**config.mk**
```make
export PLATFORM = sky130hd
export DESIGN_NAME = counter_prescaled
export DESIGN_NICKNAME = d
export VERILOG_FILES = /design/src/rtl/counter_pkg.sv /design/src/rtl/tick_prescaler.sv /design/src/rtl/counter_prescaled.sv
export SDC_FILE = /design/constraint.sdc
export NUM_CORES = 1
export LEC_CHECK = 0
export ABC_AREA = 1
export CELL_PAD_IN_SITES_DETAIL_PLACEMENT = 0
export CELL_PAD_IN_SITES_GLOBAL_PLACEMENT = 1
export CORE_UTILIZATION = 32
export CTS_CLUSTER_DIAMETER = 100
export DETAILED_ROUTE_END_ITERATION = 10
export HOLD_SLACK_MARGIN = 0.15
export PLACE_DENSITY_LB_ADDON = 0.15
export SYNTH_ARGS = -nofsm -noshare
export SYNTH_HDL_FRONTEND = slang
export SYNTH_SLANG_ARGS = --single-unit
```
**constraint.sdc**
```tcl
create_clock -name WB_CLK -period 1.6 [get_ports WB_CLK]
set_input_delay 0.24 -clock WB_CLK [delete_from_list [all_inputs] [get_ports WB_CLK]]
set_output_delay 0.24 -clock WB_CLK [all_outputs]
set_load 0.02 [all_outputs]
```
**src/rtl/counter_pkg.sv**
```systemverilog
// Shared encodings and helpers for the prescaled counter family.
package counter_pkg;

  typedef enum logic {
    DIR_DOWN = 1'b0,
    DIR_UP   = 1'b1
  } dir_e;

  typedef enum logic {
    MODE_SAT  = 1'b0,
    MODE_WRAP = 1'b1
  } mode_e;

  localparam int MAX_WIDTH = 32;

  // Terminal value for a counter of the given width: all ones going up, zero going down.
  function automatic logic [MAX_WIDTH-1:0] counter_limit(input int width, input dir_e dir);
    logic [MAX_WIDTH-1:0] lim;
    lim = '0;
    if (dir == DIR_UP) begin
      if (width >= MAX_WIDTH) begin
        lim = '1;
      end else begin
        lim = (32'd1 << width) - 32'd1;
      end
    end
    return lim;
  endfunction

endpackage

```
**src/rtl/tick_prescaler.sv**
```systemverilog
// Enabled-cycle prescaler: raises a combinational tick on the cycle that ends each period.
module tick_prescaler #(
  parameter int PRE_W = 8
) (
  input  logic             WB_CLK,
  input  logic             reset_n,
  input  logic             en,
  input  logic             clr,
  input  logic [PRE_W-1:0] prescale,
  output logic             tick
);

  logic [PRE_W-1:0] pcnt;
  logic             period_done;

  // >= so that shrinking prescale below the running count ends the period at once.
  assign period_done = (pcnt >= prescale);
  assign tick        = en & ~clr & period_done;

  always_ff @(posedge WB_CLK or negedge reset_n) begin
    if (!reset_n) begin
      pcnt <= '0;
    end else if (clr) begin
      pcnt <= '0;
    end else if (en) begin
      if (period_done) begin
        pcnt <= '0;
      end else begin
        pcnt <= pcnt + 1'b1;
      end
    end
  end

endmodule

```
**src/rtl/counter_prescaled.sv**
```systemverilog
// Parametrised up/down counter with programmable prescaler, load, wrap/saturate mode
// and registered step / terminal-count pulses.
module counter_prescaled
  import counter_pkg::*;
#(
  parameter int WIDTH = 4,
  parameter int PRE_W = 8
) (
  input  logic             WB_CLK,
  input  logic             reset_n,
  input  logic             en,
  input  logic [PRE_W-1:0] prescale,
  input  logic             dir,
  input  logic             wrap,
  input  logic             load,
  input  logic [WIDTH-1:0] load_val,
  output logic [WIDTH-1:0] out,
  output logic             step,
  output logic             tc
);

  logic             tick;
  logic             at_limit;
  logic [WIDTH-1:0] limit;
  logic [WIDTH-1:0] out_next;
  logic             step_next;
  logic             tc_next;
  dir_e             dir_sel;
  mode_e            mode_sel;

  assign dir_sel  = dir_e'(dir);
  assign mode_sel = mode_e'(wrap);

  tick_prescaler #(
    .PRE_W (PRE_W)
  ) u_prescaler (
    .WB_CLK   (WB_CLK),
    .reset_n  (reset_n),
    .en       (en),
    .clr      (load),
    .prescale (prescale),
    .tick     (tick)
  );

  assign limit    = WIDTH'(counter_limit(WIDTH, dir_sel));
  assign at_limit = (out == limit);

  // Load outranks a pending step; the prescaler is cleared by the same strobe.
  always_comb begin
    out_next  = out;
    step_next = 1'b0;
    tc_next   = 1'b0;
    if (load) begin
      out_next = load_val;
    end else if (tick) begin
      step_next = 1'b1;
      if (at_limit) begin
        tc_next = 1'b1;
        if (mode_sel == MODE_WRAP) begin
          out_next = (dir_sel == DIR_UP) ? '0 : '1;
        end
      end else begin
        out_next = (dir_sel == DIR_UP) ? out + 1'b1 : out - 1'b1;
      end
    end
  end

  always_ff @(posedge WB_CLK or negedge reset_n) begin
    if (!reset_n) begin
      out  <= '0;
      step <= 1'b0;
      tc   <= 1'b0;
    end else begin
      out  <= out_next;
      step <= step_next;
      tc   <= tc_next;
    end
  end

endmodule

```
* After elaboration in Yosys (flattened, before gate mapping)
Cells that the tools add are included.
** Operators by class
- $add $sub $neg :: 3
- Multipliers :: 0
- Divide/modulo/power cells :: 0
- $lt $le $gt $ge :: 1
- Equal/unequal tests :: 2
- Shift operators :: 0
- Muxes and demuxes :: 15
- Bitwise gates (word level) :: 3
- Reductions and logical operators :: 3
** Operators with widths (count)
- 4-bit two-way mux :: 7
- 8-bit two-way mux :: 3
- 8-bit by 1-bit adder with 8-bit output, second input constant :: 1
- 8-bit >= comparator :: 1
- 1-bit two-way mux :: 5
- 4-bit by 1-bit adder with 4-bit output, second input constant :: 1
- 4-bit equality test :: 1
- 2-bit nonzero test :: 2
- 4-bit by 1-bit subtractor with 4-bit output, second input constant :: 1
- 3-bit inequality test, second input constant :: 1
- 1-bit AND :: 2
- 2-bit AND reduction :: 1
- 1-bit NOT :: 1
** Storage, ports and cells
- Flip-flop bits (word level) :: 14
- Bits in latches :: 0
- Memory bits (writable) :: 0
- Memory bits (read-only) :: 0
- Output and inout bits :: 6
- Memories kept :: 0

* Depth between registers and ports, before layout
- Word-level depth :: 5
- Mapped depth :: 13

* By module
A second synthesis with hierarchy kept.
** Unflattened totals
- Cells, all modules :: 184
- Area, all modules :: 1214.9 µm²
** By module, submodules not included
- tick_prescaler :: times used 1, cells each 116, area each 748.2 µm², sequential area each 200.2 µm²
- counter_prescaled :: times used 1, cells each 68, area each 466.7 µm², sequential area each 150.1 µm²

* Worst setup path after synthesis
No wires, ideal clock.
- Path kind :: register -> register
- Start point :: register out[2]
- End point :: register out[0]
- Setup time :: 117 ps
- Arrival :: 1537 ps
- Required time :: 1483 ps
- Slack :: -55 ps
- Cell stages (with the launch flop) :: 10
- Path buffers :: 0
- Clock period less this slack :: 1655 ps
- Cell sequence :: dfrtp_1 -> ha_1 -> nand2_1 -> clkinv_1 -> nand4_4 -> or2_4 -> nand3_4 -> nand2_4 -> nand2_1 -> nand2_1
** Between the ends
- Cells in the longest elaborated chain, start to end :: 4
** RTL lines
- start: declaration :: line counter_prescaled.sv:17 : output logic [WIDTH-1:0] out,
- start signal: assignment :: line counter_prescaled.sv:74 : out <= out_next;
- 4-bit equality test (*) :: line counter_prescaled.sv:46 : assign at_limit = (out == limit);
- 4-bit two-way mux :: line counter_prescaled.sv:57 : if (at_limit) begin
- 4-bit two-way mux :: line counter_prescaled.sv:55 : end else if (tick) begin
- 4-bit two-way mux :: line counter_prescaled.sv:53 : if (load) begin
Mark *: on every way between the ends. The rest lies on a longest branch, timed or not. The select of a mux whose other input is x is not followed.
A chain may end at the register's enable or synchronous reset.

* Final worst setup path
- Start point :: register u_prescaler.pcnt[7]
- End point :: register out[2]
** Between the ends
- Cells in the longest elaborated chain, start to end :: 4
** RTL lines
- start: declaration :: line tick_prescaler.sv:13 : logic [PRE_W-1:0] pcnt;
- start signal: assignment :: line tick_prescaler.sv:29 : pcnt <= pcnt + 1'b1;
- 8-bit >= comparator :: line tick_prescaler.sv:17 : assign period_done = (pcnt >= prescale);
- 1-bit AND :: line tick_prescaler.sv:18 : assign tick = en & ~clr & period_done;
- 2-bit nonzero test (no source line)
- 2-bit AND reduction (no source line)
Every way passes these cells.

==> impl_metrics.toml <==
[placement]
place_area_um2 = 1560
port_buffers = 23
dpl.hpwl_um = 2070
gp_congestion = 0.863

[setup_path]
cp.required_ns = 1.78
crit_chain = "ha_4, a21o_1, nor2_2, nand3_2, buf_6, nand3_4, nand2_4, nand2_2, nand2_2"
slowest_delay_ns = 0.42
worst-path-buf-inv = 1
r2r_end = "out[2]"
critical_path.max_fanout = 5
reg2regPathDepth = 9
slowest_stage = "dfrtp_1"
crit_top_cell = "nand2_2"
critPathLaunchType = "flop"
rrSetupSlack_ns = -0.02
crit_path_end_kind = "flop"
r2r-start = "u_prescaler.pcnt[7]"
crit_type = "flop to flop"
cpLargestDelayFamily = "simple AND/OR/NAND/NOR gates"
cp.arrival_ns = 1.79

[logic_synthesis]
syn-cell-area_um2 = 1100
yosysSeqAreaShare_pct = 31.9
synth.net_count = 177
ys_types = 23
synthCells = 147
syn_avg_cell_area_um2 = 7.46
yosysWarnings = 0
ys_ff_latch = 14

[grt]
grt_pass1_wl_um = 4420
grt_max_degree = 15
antenna_found_initial = 0
grt_use_total_pct = 16.2
grt_pass1_vias = 1038
grt-ovfl-total = 0

[cts]
clk_latency_ns = 0.28
cts-htree-levels = 1
cts_tree = "yes"
clk_pin_slew_worst_paths_ns = 0.09
numCtsBuffers = 3
cts_buffer_depth = 2
cts-root-buf = "clkbuf_4"
clock_sinks = 14

[sta]
rsz0062_at_grt = "yes"
fin_ws_ns = -0.0166
finClkSkew_ns = 0.00544
hold_violations = 0
setup_viol = 2
fin_crit_ns = 1.62
tightestPinTransition_ns = 0.281
whs_ns = 0.269
finalCritPeriodShare_pct = 101
slew_violations = 0
maxSlewHeadroom_pct = 81.2
fmax_ghz = 0.619

[route]
postRouteAntennaNets = 0
drt_iter0_drc = 12
drcViolationCount = 0
first_pass_iters = 4
dr_total_vias = 1076
wirelength_um = 2580
vias_per_cell = 4.41
wire_per_inst_um = 10.6

[pwr]
pwr_density_cell_nw_per_um2 = 626
p_leak_nw = 0.920
vdd_ir_drop_max_mv = 0.446

[floorplanning]
die_area_um2 = 3670
start_util_pct = 34.8
die_x_um = 60.6
fp.dieH_um = 60.6
core_um2 = 3150
ioPinCount = 24
placementRows = 20

[min_path]
holdCritPathClass = "input port to asynchronous set/reset pin"

[outcome]
violations = "setup timing"
outcome = "complete, but fails checks"

[cells_and_area]
design_area_um2 = 1740
antennaDiodeCount = 0
layout.nets = 231
mostFrequentLayoutCells = "nand2_1, buf_4, inv_1"
drive_above_1_share_pct = 31.5
synthToLayoutAreaGrowth_pct = 59.0
final_common_cell = "nand2_1"

[job]
cap_violations = 0
## kinds of logic (layout without fill, tap and decap cells)
| family | Yosys count | after routing | share of synthesized area [%] |
|---|---|---|---|
| buffers and inverters | 28 | 81 | 9.92 |
| AOI/OAI and AO/OA | 15 | 15 | 7.18 |
| adders and majority gates | 12 | 12 | 14.4 |
| DFF | 14 | 14 | 31.9 |
| xor gates and xnor gates | 3 | 3 | 2.39 |
| and+or+nand+nor | 75 | 75 | 34.2 |
## report_power, final
part / switching (mW) / internal [mW] / total (mW) / leakage (nW)
registers: 0.0329 / 0.379 / 0.412 / 0.184
clock network: 0.116 / 0.138 / 0.254 / 0.0210
logic: 0.213 / 0.214 / 0.427 / 0.715
total: 0.361 / 0.731 / 1.09 / 0.920
## state kept, by name, summed over array words and instances, names as in the netlist
signal	cells
step	1
u_prescaler.pcnt	8
out	4
tc	1
## routing by layer
layer | GRT usage [%] | up-vias | routed length, um
met5 | 0 | - | 0
met4 | 1.95 | 0 | 0
met3 | 4.48 | 0 | 68
met2 | 26.1 | 12 | 1120
met1 | 22.4 | 479 | 1400
li1 | - | 585 | -
## synth_stat cells
cell type / count / share of area, %
inv_1: 26 / 8.9
nand3b_1: 1 / 0.68
xor2_1: 3 / 2.4
or2_4: 1 / 0.80
ha_1: 11 / 13
a21oi_1: 5 / 2.3
dfrtp_1: 14 / 32
nand4_1: 5 / 2.9
a21o_1: 1 / 0.68
clkinv_1: 1 / 0.34
nor2_2: 1 / 0.57
nand3_1: 16 / 7.3
nand2_2: 2 / 1.1
o21ai_0: 8 / 3.6
nor2_1: 9 / 3.1
nand2_4: 1 / 1.0
nand3_2: 1 / 0.91
nand4_4: 1 / 1.9
clkbuf_4: 1 / 0.68
fa_1: 1 / 1.8
o22ai_1: 1 / 0.57
nand3_4: 1 / 1.6
nand2_1: 36 / 12
## through the flow
step	setup slack [ns]	setup TNS, ns	power (mW)	std cells	util, %
3_3_place_gp	-0.395	-4.67	0.815	235	49.3
2_1_floorplan	0.0130	0	0.624	147	-
3_5_place_dp	-0.443	-5.29	0.821	235	49.3
6_report	-0.0166	-0.0172	1.09	244	55.3
4_1_cts	-0.0143	-0.0177	1.09	242	53.8
5_1_grt	-0.0879	-0.449	1.18	244	55.3
## what timing repair did
item                                    in CTS  in global routing
pin swaps                                   17                 13
gates resized for setup                     21                 14
endpoints found under the setup margin      16                 13
buffers inserted                             3                  2
hold buffers                                 0                  0
## cell type report
type,count,area (um^2)
clock buffer,4,36.3
fill,297,1410
inverter,27,101
multi-input combinational,105,762
sequential,14,353
tap,44,55.1
timing repair buffer,50,437
## worst max-delay path by stage
stage / from / end / slack [ns] / cells after the start
after global placement: dir / out[3] / -0.40 / 11
after CTS: u_prescaler.pcnt[5] / out[2] / -0.01 / 10
after floorplan: out[1] / out[0] / 0.01 / 9
final: u_prescaler.pcnt[7] / out[2] / -0.02 / 9
after global routing: u_prescaler.pcnt[7] / out[2] / -0.09 / 9
after detailed placement: dir / out[2] / -0.44 / 11
(Power assumes the default switching activity.)
